[config.mk]
export PLATFORM = sky130hd
export DESIGN_NAME = apb_wait_ram_slave
export DESIGN_NICKNAME = d
export VERILOG_FILES = /design/src/rtl/apb_wait_ram_slave.sv
export SDC_FILE = /design/constraint.sdc
export NUM_CORES = 1
export LEC_CHECK = 0
export CORE_UTILIZATION = 45
export CTS_CLUSTER_SIZE = 30
export DETAILED_ROUTE_END_ITERATION = 7
export SLEW_MARGIN = 40
export SYNTH_ARGS = -nofsm -noshare
export SYNTH_HDL_FRONTEND = slang
export SYNTH_SLANG_ARGS = --single-unit
[constraint.sdc]
create_clock -name pclk -period 3.79 [get_ports pclk]
set_clock_uncertainty 0.15 [all_clocks]
set_input_delay 0.758 -clock pclk [delete_from_list [all_inputs] [get_ports pclk]]
set_output_delay 0.758 -clock pclk [all_outputs]
set_load 0.01 [all_outputs]
[src/rtl/apb_wait_ram_slave.sv]
// APB3 completer backed by a small word-addressed register RAM.
// Inserts WAIT_CYCLES wait states and flags misaligned / out-of-range accesses with pslverr.
module apb_wait_ram_slave #(
  parameter int ADDR_WIDTH  = 32,
  parameter int DATA_WIDTH  = 32,
  parameter int DEPTH       = 16,
  parameter int WAIT_CYCLES = 2
) (
  input  logic                  pclk,
  input  logic                  preset,
  input  logic [ADDR_WIDTH-1:0] paddr,
  input  logic                  psel,
  input  logic                  penable,
  input  logic                  pwrite,
  input  logic [DATA_WIDTH-1:0] pwdata,
  output logic [DATA_WIDTH-1:0] prdata,
  output logic                  pready,
  output logic                  pslverr,
  output logic [7:0]            err_count,
  output logic [1:0]            state_dbg
);

  localparam int CW = (WAIT_CYCLES > 0) ? $clog2(WAIT_CYCLES + 1) : 1;
  localparam int IW = (DEPTH > 1) ? $clog2(DEPTH) : 1;
  localparam logic [ADDR_WIDTH-3:0] WORD_LIMIT = (ADDR_WIDTH-2)'(DEPTH);

  typedef enum logic [1:0] {
    IDLE   = 2'd0,
    ACCESS = 2'd1,
    RESP   = 2'd2
  } state_t;

  state_t                state, state_nxt;
  logic [CW-1:0]         cnt, cnt_nxt;
  logic [ADDR_WIDTH-1:0] addr_q;
  logic                  write_q;
  logic [DATA_WIDTH-1:0] wdata_q;
  logic [DATA_WIDTH-1:0] mem [DEPTH];

  logic                  setup, start, enter_resp, commit;
  logic [ADDR_WIDTH-1:0] acc_addr;
  logic                  acc_write, acc_err;
  logic [ADDR_WIDTH-3:0] acc_word;
  logic [IW-1:0]         acc_idx;

  assign state_dbg = state;

  always_comb begin
    setup = psel & ~penable;
    start = setup && (state == IDLE || state == RESP);
    // A zero-wait build enters RESP on the setup edge itself, so decode the
    // live bus in that case rather than the not-yet-latched copy.
    acc_addr  = start ? paddr : addr_q;
    acc_write = start ? pwrite : write_q;
    acc_word  = acc_addr[ADDR_WIDTH-1:2];
    acc_err   = (acc_addr[1:0] != 2'b00) || (acc_word >= WORD_LIMIT);
    acc_idx   = acc_addr[IW+1:2];

    state_nxt  = state;
    cnt_nxt    = cnt;
    enter_resp = 1'b0;
    commit     = 1'b0;
    case (state)
      IDLE: ;
      ACCESS: begin
        if (!psel) begin
          state_nxt = IDLE;
        end else if (cnt <= CW'(1)) begin
          state_nxt  = RESP;
          enter_resp = 1'b1;
        end else begin
          cnt_nxt = cnt - CW'(1);
        end
      end
      RESP: begin
        state_nxt = IDLE;
        commit    = psel & penable;
      end
      default: state_nxt = IDLE;
    endcase

    if (start) begin
      if (WAIT_CYCLES == 0) begin
        state_nxt  = RESP;
        enter_resp = 1'b1;
      end else begin
        state_nxt = ACCESS;
        cnt_nxt   = CW'(WAIT_CYCLES);
      end
    end
  end

  always_ff @(posedge pclk) begin
    if (preset) begin
      state     <= IDLE;
      cnt       <= '0;
      addr_q    <= '0;
      write_q   <= 1'b0;
      wdata_q   <= '0;
      prdata    <= '0;
      pready    <= 1'b0;
      pslverr   <= 1'b0;
      err_count <= '0;
      for (int i = 0; i < DEPTH; i++) mem[i] <= '0;
    end else begin
      state   <= state_nxt;
      cnt     <= cnt_nxt;
      pready  <= enter_resp;
      pslverr <= enter_resp & acc_err;
      if (start) begin
        addr_q  <= paddr;
        write_q <= pwrite;
        wdata_q <= pwdata;
      end
      if (enter_resp && !acc_write) prdata <= acc_err ? '0 : mem[acc_idx];
      // Side effects land only when the master completes the access phase.
      if (commit) begin
        if (acc_err) begin
          if (err_count != 8'hFF) err_count <= err_count + 8'd1;
        end else if (write_q) begin
          mem[acc_idx] <= wdata_q;
        end
      end
    end
  end

endmodule
Yosys cells after proc, flatten, opt, wreduce, memory -nomap -nowiden:

Memories as Yosys holds them, arrays and structs flattened.
Index checks and enable logic that the tools add are counted.

* add/subtract/negate cells: 2
* order comparisons: 2
* equal/unequal tests: 7
* mux-type cells: 25
* bitwise operators: 6
* reductions and logical operators: 16

Operators by type and width (number)
* 32-bit two-way mux: 3
* 32-bit OR reduction: 1
* 30-bit by 5-bit >= comparator with 1-bit output (second input constant): 1
* 1-bit two-way mux: 14
* 2-bit two-way mux: 6
* 3-bit AND reduction: 3
* 8-bit by 1-bit adder with 8-bit output (second input constant): 1
* 8-bit inequality test (second input constant): 1
* 2-bit nonzero test: 3
* 4-bit two-way mux: 1
* 2-bit inequality test (second input constant): 2
* 4-bit inequality test (second input constant): 1
* 2-bit case mux with 2 select lines: 1
* 2-bit AND reduction: 2
* 1-bit bitwise AND: 3
* 3-bit inequality test (second input constant): 1
* 1-bit NOT: 3
* 2-bit by 1-bit == test with 1-bit output (second input constant): 1
* 2-bit == test (second input constant): 1
* 2-bit by 1-bit <= comparator with 1-bit output (second input constant): 1
* 1-bit logical AND: 2
* 2-bit logical NOT: 1
* 1-bit logical OR: 2
* 2-bit OR reduction: 1
* 2 further kinds: 2

* bits in registers: 111
* memory bits (writable): 512
* bits of input ports: 69
* output and inout bits: 44
* word-level logic and storage cells: 70
* memories: 1

Memory list
* mem: depth 16, bits a word 32, rd ports 1, clocked after memory_dff 0, wr ports 16, line 38 `logic [DATA_WIDTH-1:0] mem [DEPTH];`

Logic depth before layout (Yosys ltp):

* depth in word-level cells: 12
* gate-level depth with buffers: 9
* depth with buffers taken out: 6

Worst setup path after synthesis:

Ideal clock, no wire load.

* path type: input -> register
* from: in paddr[29]
* to: mem mem[10][0], enable pin
* arrival: 3.509 ns
* required time: 3.212 ns
* slack: -0.297 ns
* stages on the path: 8
* cell sequence: nor4_1 and4_1 nand4_1 a21oi_1 buf_4 o21ai_1 clkbuf_1 o21bai_1

RTL lines
* start: declaration: line 11 `input logic [ADDR_WIDTH-1:0] paddr,`
* end: declaration: line 38

==> results.tsv <==
metric	value	unit
run status	complete, no violations	
fraction of synthesized area in multiplexers	15.0	%
CTS tree	built	
synth warn	0	
Final Setup Violations	0	
fraction of met3 tracks used by global routing	4.99	%
share of the synthesized area in compound gates (AO/OA/AOI/OAI)	6.94	%
later-pin clock latency in the skew report	0.62	ns
total count of max-transition violations in the final report	0	
leading cell type by number of instances after synthesis	sky130_fd_sc_hd__nor2_1	
synthesized-area fraction occupied by xor and xnor cells	0.0297	%
worst relative slew slack	52.9	%
CTS Root Cell	sky130_fd_sc_hd__clkbuf_16	
Final Instance Area	0.0350	mm2
count of endpoints failing hold in the final timing report	0	
synthesized instance count	2595	
wire length of the first global-routing pass	140000	um
share of synthesized area occupied by flip-flops and latches	59.7	%
number of gates given a new drive strength after cts	0	
vias in the first global route	22070	
initial core utilization	45.6	%
die boundary height	258	um
post-route minimum period	3.03	ns
HP Class	reg -> reg	
number of antenna violations at the first check in global routing	0	
Post-synth top cells	sky130_fd_sc_hd__nor2_1 (556), sky130_fd_sc_hd__edfxtp_1 (512), sky130_fd_sc_hd__mux2i_1 (290)	
routed length per placed instance	26.6	um
post-synth top area share	52.2	%
post-synthesis adder-cell area fraction	0.0424	%
cell taking the most area after synthesis	sky130_fd_sc_hd__edfxtp_1	
busiest layer in global routing	met2	
maximum operating frequency	330	MHz
largest family of logic cells by synthesized area	simple AND/OR/NAND/NOR gates	
Worst Reg-to-Reg Cells	6	
unrepaired setup endpoints after global routing	false	
CP Max Fanout	27	
arrival time of the worst setup path	3.16	ns
met1 Resource Use GR	38.4	%
Crit. End Element	register	
CTS H-tree lvls	3	
Post-DP HPWL	58200	um
DR vias	22313	
Mean Syn Cell Area	11.4	um2
Post-Route Setup TNS	0	ns
number of vias per cell	6.20	
Core Region	0.0646	mm2
maximum number of pins on one net before global-route repair	77	
count of filler cells inserted in the layout	5458	
CTS sink count	623	
Simple-Gate Fraction of Synth Area	15.0	%
worst-margin pin slew	0.707	ns
count of buffers inserted at the top-level ports	112	
drt total wl	95700	um
global placer's final weighted congestion	0.817	
Primary FF master, synth	sky130_fd_sc_hd__edfxtp_1	
Clock Tree Buf Depth	3	
met2 track utilization from global routing	46.9	%
peak supply drop	318	uV
post-detailed-route count of antenna-violating nets	0	
number of DRC violations after detailed routing	0	
clock slew at reported path FFs	0.06	ns
async set or reset register ratio after synthesis	0	%
Net count, final	2757	
number of placed I/O pins	113	
cell count of the worst hold path	2	
area of the multi-input gates	0.0112	mm2
Placement Cell Area	0.0327	mm2
Storage cell area	0.0176	mm2
Post-synth EDFFs	512	
power consumption	16200	uW
Die Span X	258	um
Die Area	0.0665	mm2
net count after synthesis	2665	
setup bufs post-CTS	0	
Max-cap violations	0	
number of buffers added to fix hold violations after cts	0	
total leakage power	0.0115	uW
Area growth, synth to finish	18.8	%
number of iterations in the first detailed-routing pass	5	
post-layout utilization of the core	54.2	%
CP Launch Type	input pin	
site row count	93	
count of cell types in the netlist	45	
critical path start-end classification	in -> reg	
data required time of the critical path	3.92	ns
Post-Syn Area	0.0295	mm2
layout cells sized above 1	12.6	%
number of buffers added by the clock tree synthesis step	70	
GRT Resource Usage Total	28.8	%
diode insertion count for antenna repair	0	
largest cells by area after synthesis	sky130_fd_sc_hd__edfxtp_1 (52%), sky130_fd_sc_hd__mux2i_1 (9.8%), sky130_fd_sc_hd__dfxtp_1 (7.5%), sky130_fd_sc_hd__nor2_1 (7.1%), sky130_fd_sc_hd__mux4_2 (4.9%)	
power density over cell area	463	mW/mm2
GRT Residual Overflow	0	
starting DRC count in detailed routing	2574	
Yosys reg bits	623	
Period Utilization, post-route	80.1	%
## power by group
part           total (uW)  leakage [uW]  switching (uW)  internal, uW
Clock                7030       0.00115            2840          4190
Sequential           7760       0.00617             155          7610
Combinational        1410       0.00422             856           555
## cells in the final DEF, fill, tap and decap left out, types with 5 or more instances in the layout
| master | count |
|---|---|
| sky130_fd_sc_hd__or4_1 | 36 |
| sky130_fd_sc_hd__o21ai_1 | 32 |
| sky130_fd_sc_hd__clkbuf_16 | 73 |
| sky130_fd_sc_hd__buf_12 | 58 |
| sky130_fd_sc_hd__clkinv_1 | 8 |
| sky130_fd_sc_hd__inv_6 | 5 |
| sky130_fd_sc_hd__mux2i_1 | 290 |
| sky130_fd_sc_hd__clkbuf_8 | 6 |
| sky130_fd_sc_hd__clkdlybuf4s50_1 | 109 |
| sky130_fd_sc_hd__nand2_1 | 226 |
| sky130_fd_sc_hd__clkinv_2 | 12 |
| sky130_fd_sc_hd__buf_4 | 67 |
| sky130_fd_sc_hd__o22ai_1 | 161 |
| sky130_fd_sc_hd__mux4_2 | 64 |
| sky130_fd_sc_hd__nand3_1 | 132 |
| sky130_fd_sc_hd__a21oi_1 | 135 |
| sky130_fd_sc_hd__nor4_1 | 13 |
| sky130_fd_sc_hd__bufinv_16 | 8 |
| sky130_fd_sc_hd__nor2_1 | 554 |
| sky130_fd_sc_hd__nor3_1 | 37 |
| sky130_fd_sc_hd__clkbuf_1 | 16 |
| sky130_fd_sc_hd__dfxtp_1 | 109 |
| sky130_fd_sc_hd__o21bai_4 | 16 |
| sky130_fd_sc_hd__edfxtp_1 | 512 |
## routing by layer
| metal | share of wire, % | wire length (um) | vias up |
|---|---|---|---|
| met3 | 10 | 9890 | 200 |
| met4 | 3.3 | 3150 | 0 |
| met2 | 48 | 45500 | 1274 |
| met5 | 0 | 0 | - |
| met1 | 39 | 37100 | 11093 |
| li1 | - | - | 9746 |
## worst max-delay path: stages
cell                              delay [ns]
sky130_fd_sc_hd__clkdlybuf4s50_1        0.51
sky130_fd_sc_hd__or3b_4                 0.54
sky130_fd_sc_hd__mux2_4                 0.38
sky130_fd_sc_hd__nor2_4                 0.14
sky130_fd_sc_hd__nand2_1                0.27
sky130_fd_sc_hd__o21bai_4               0.24
sky130_fd_sc_hd__buf_12                 0.30
## logic make-up after synthesis
family,count (synthesis)
xor+xnor,1
fa+ha+maj,1
flops,623
buf+inv,215
mux,360
compound gates,357
simple gates,1038
## metrics by stage
| step | instances | hold slack, ns | worst slack [ns] |
|---|---|---|---|
| after floorplan | 2595 | 0.281 | -0.297 |
| after global placement | 3470 | 0.288 | 0.196 |
| after detailed placement | 3470 | 0.292 | 0.161 |
| after CTS | 3600 | 0.300 | 0.795 |
| after global routing | 3600 | 0.318 | 0.672 |
| final | 3600 | 0.295 | 0.756 |
## cell type report
class                      instances  share of cell area [%]
timing repair buffer             235                    7.91
multi-input combinational       1757                    32.0
tap                              855                    3.06
clock inverter                    36                    1.13
clock buffer                      94                    5.59
sequential                       623                    50.3
## flip-flops by register name, indices dropped and copies added (netlist names)
register and count:
write_q 1, wdata_q 32, pslverr 1, cnt 2, err_count 8, addr_q 32, state_dbg 2, mem 512
pready 1, prdata 32
## final timing paths
kind	start	endpoint	slack, ns
setup / recovery	penable	mem[12][2]$_SDFFCE_PN0P_	0.76
hold reg to reg	prdata[0]$_SDFFE_PP0P_	prdata[0]$_SDFFE_PP0P_	0.30
setup reg to reg	addr_q[3]$_SDFF_PP0_	prdata[5]$_SDFFE_PP0P_	0.84
hold / removal	prdata[0]$_SDFFE_PP0P_	prdata[0]$_SDFFE_PP0P_	0.30
Power figures use the tool's default switching activity.
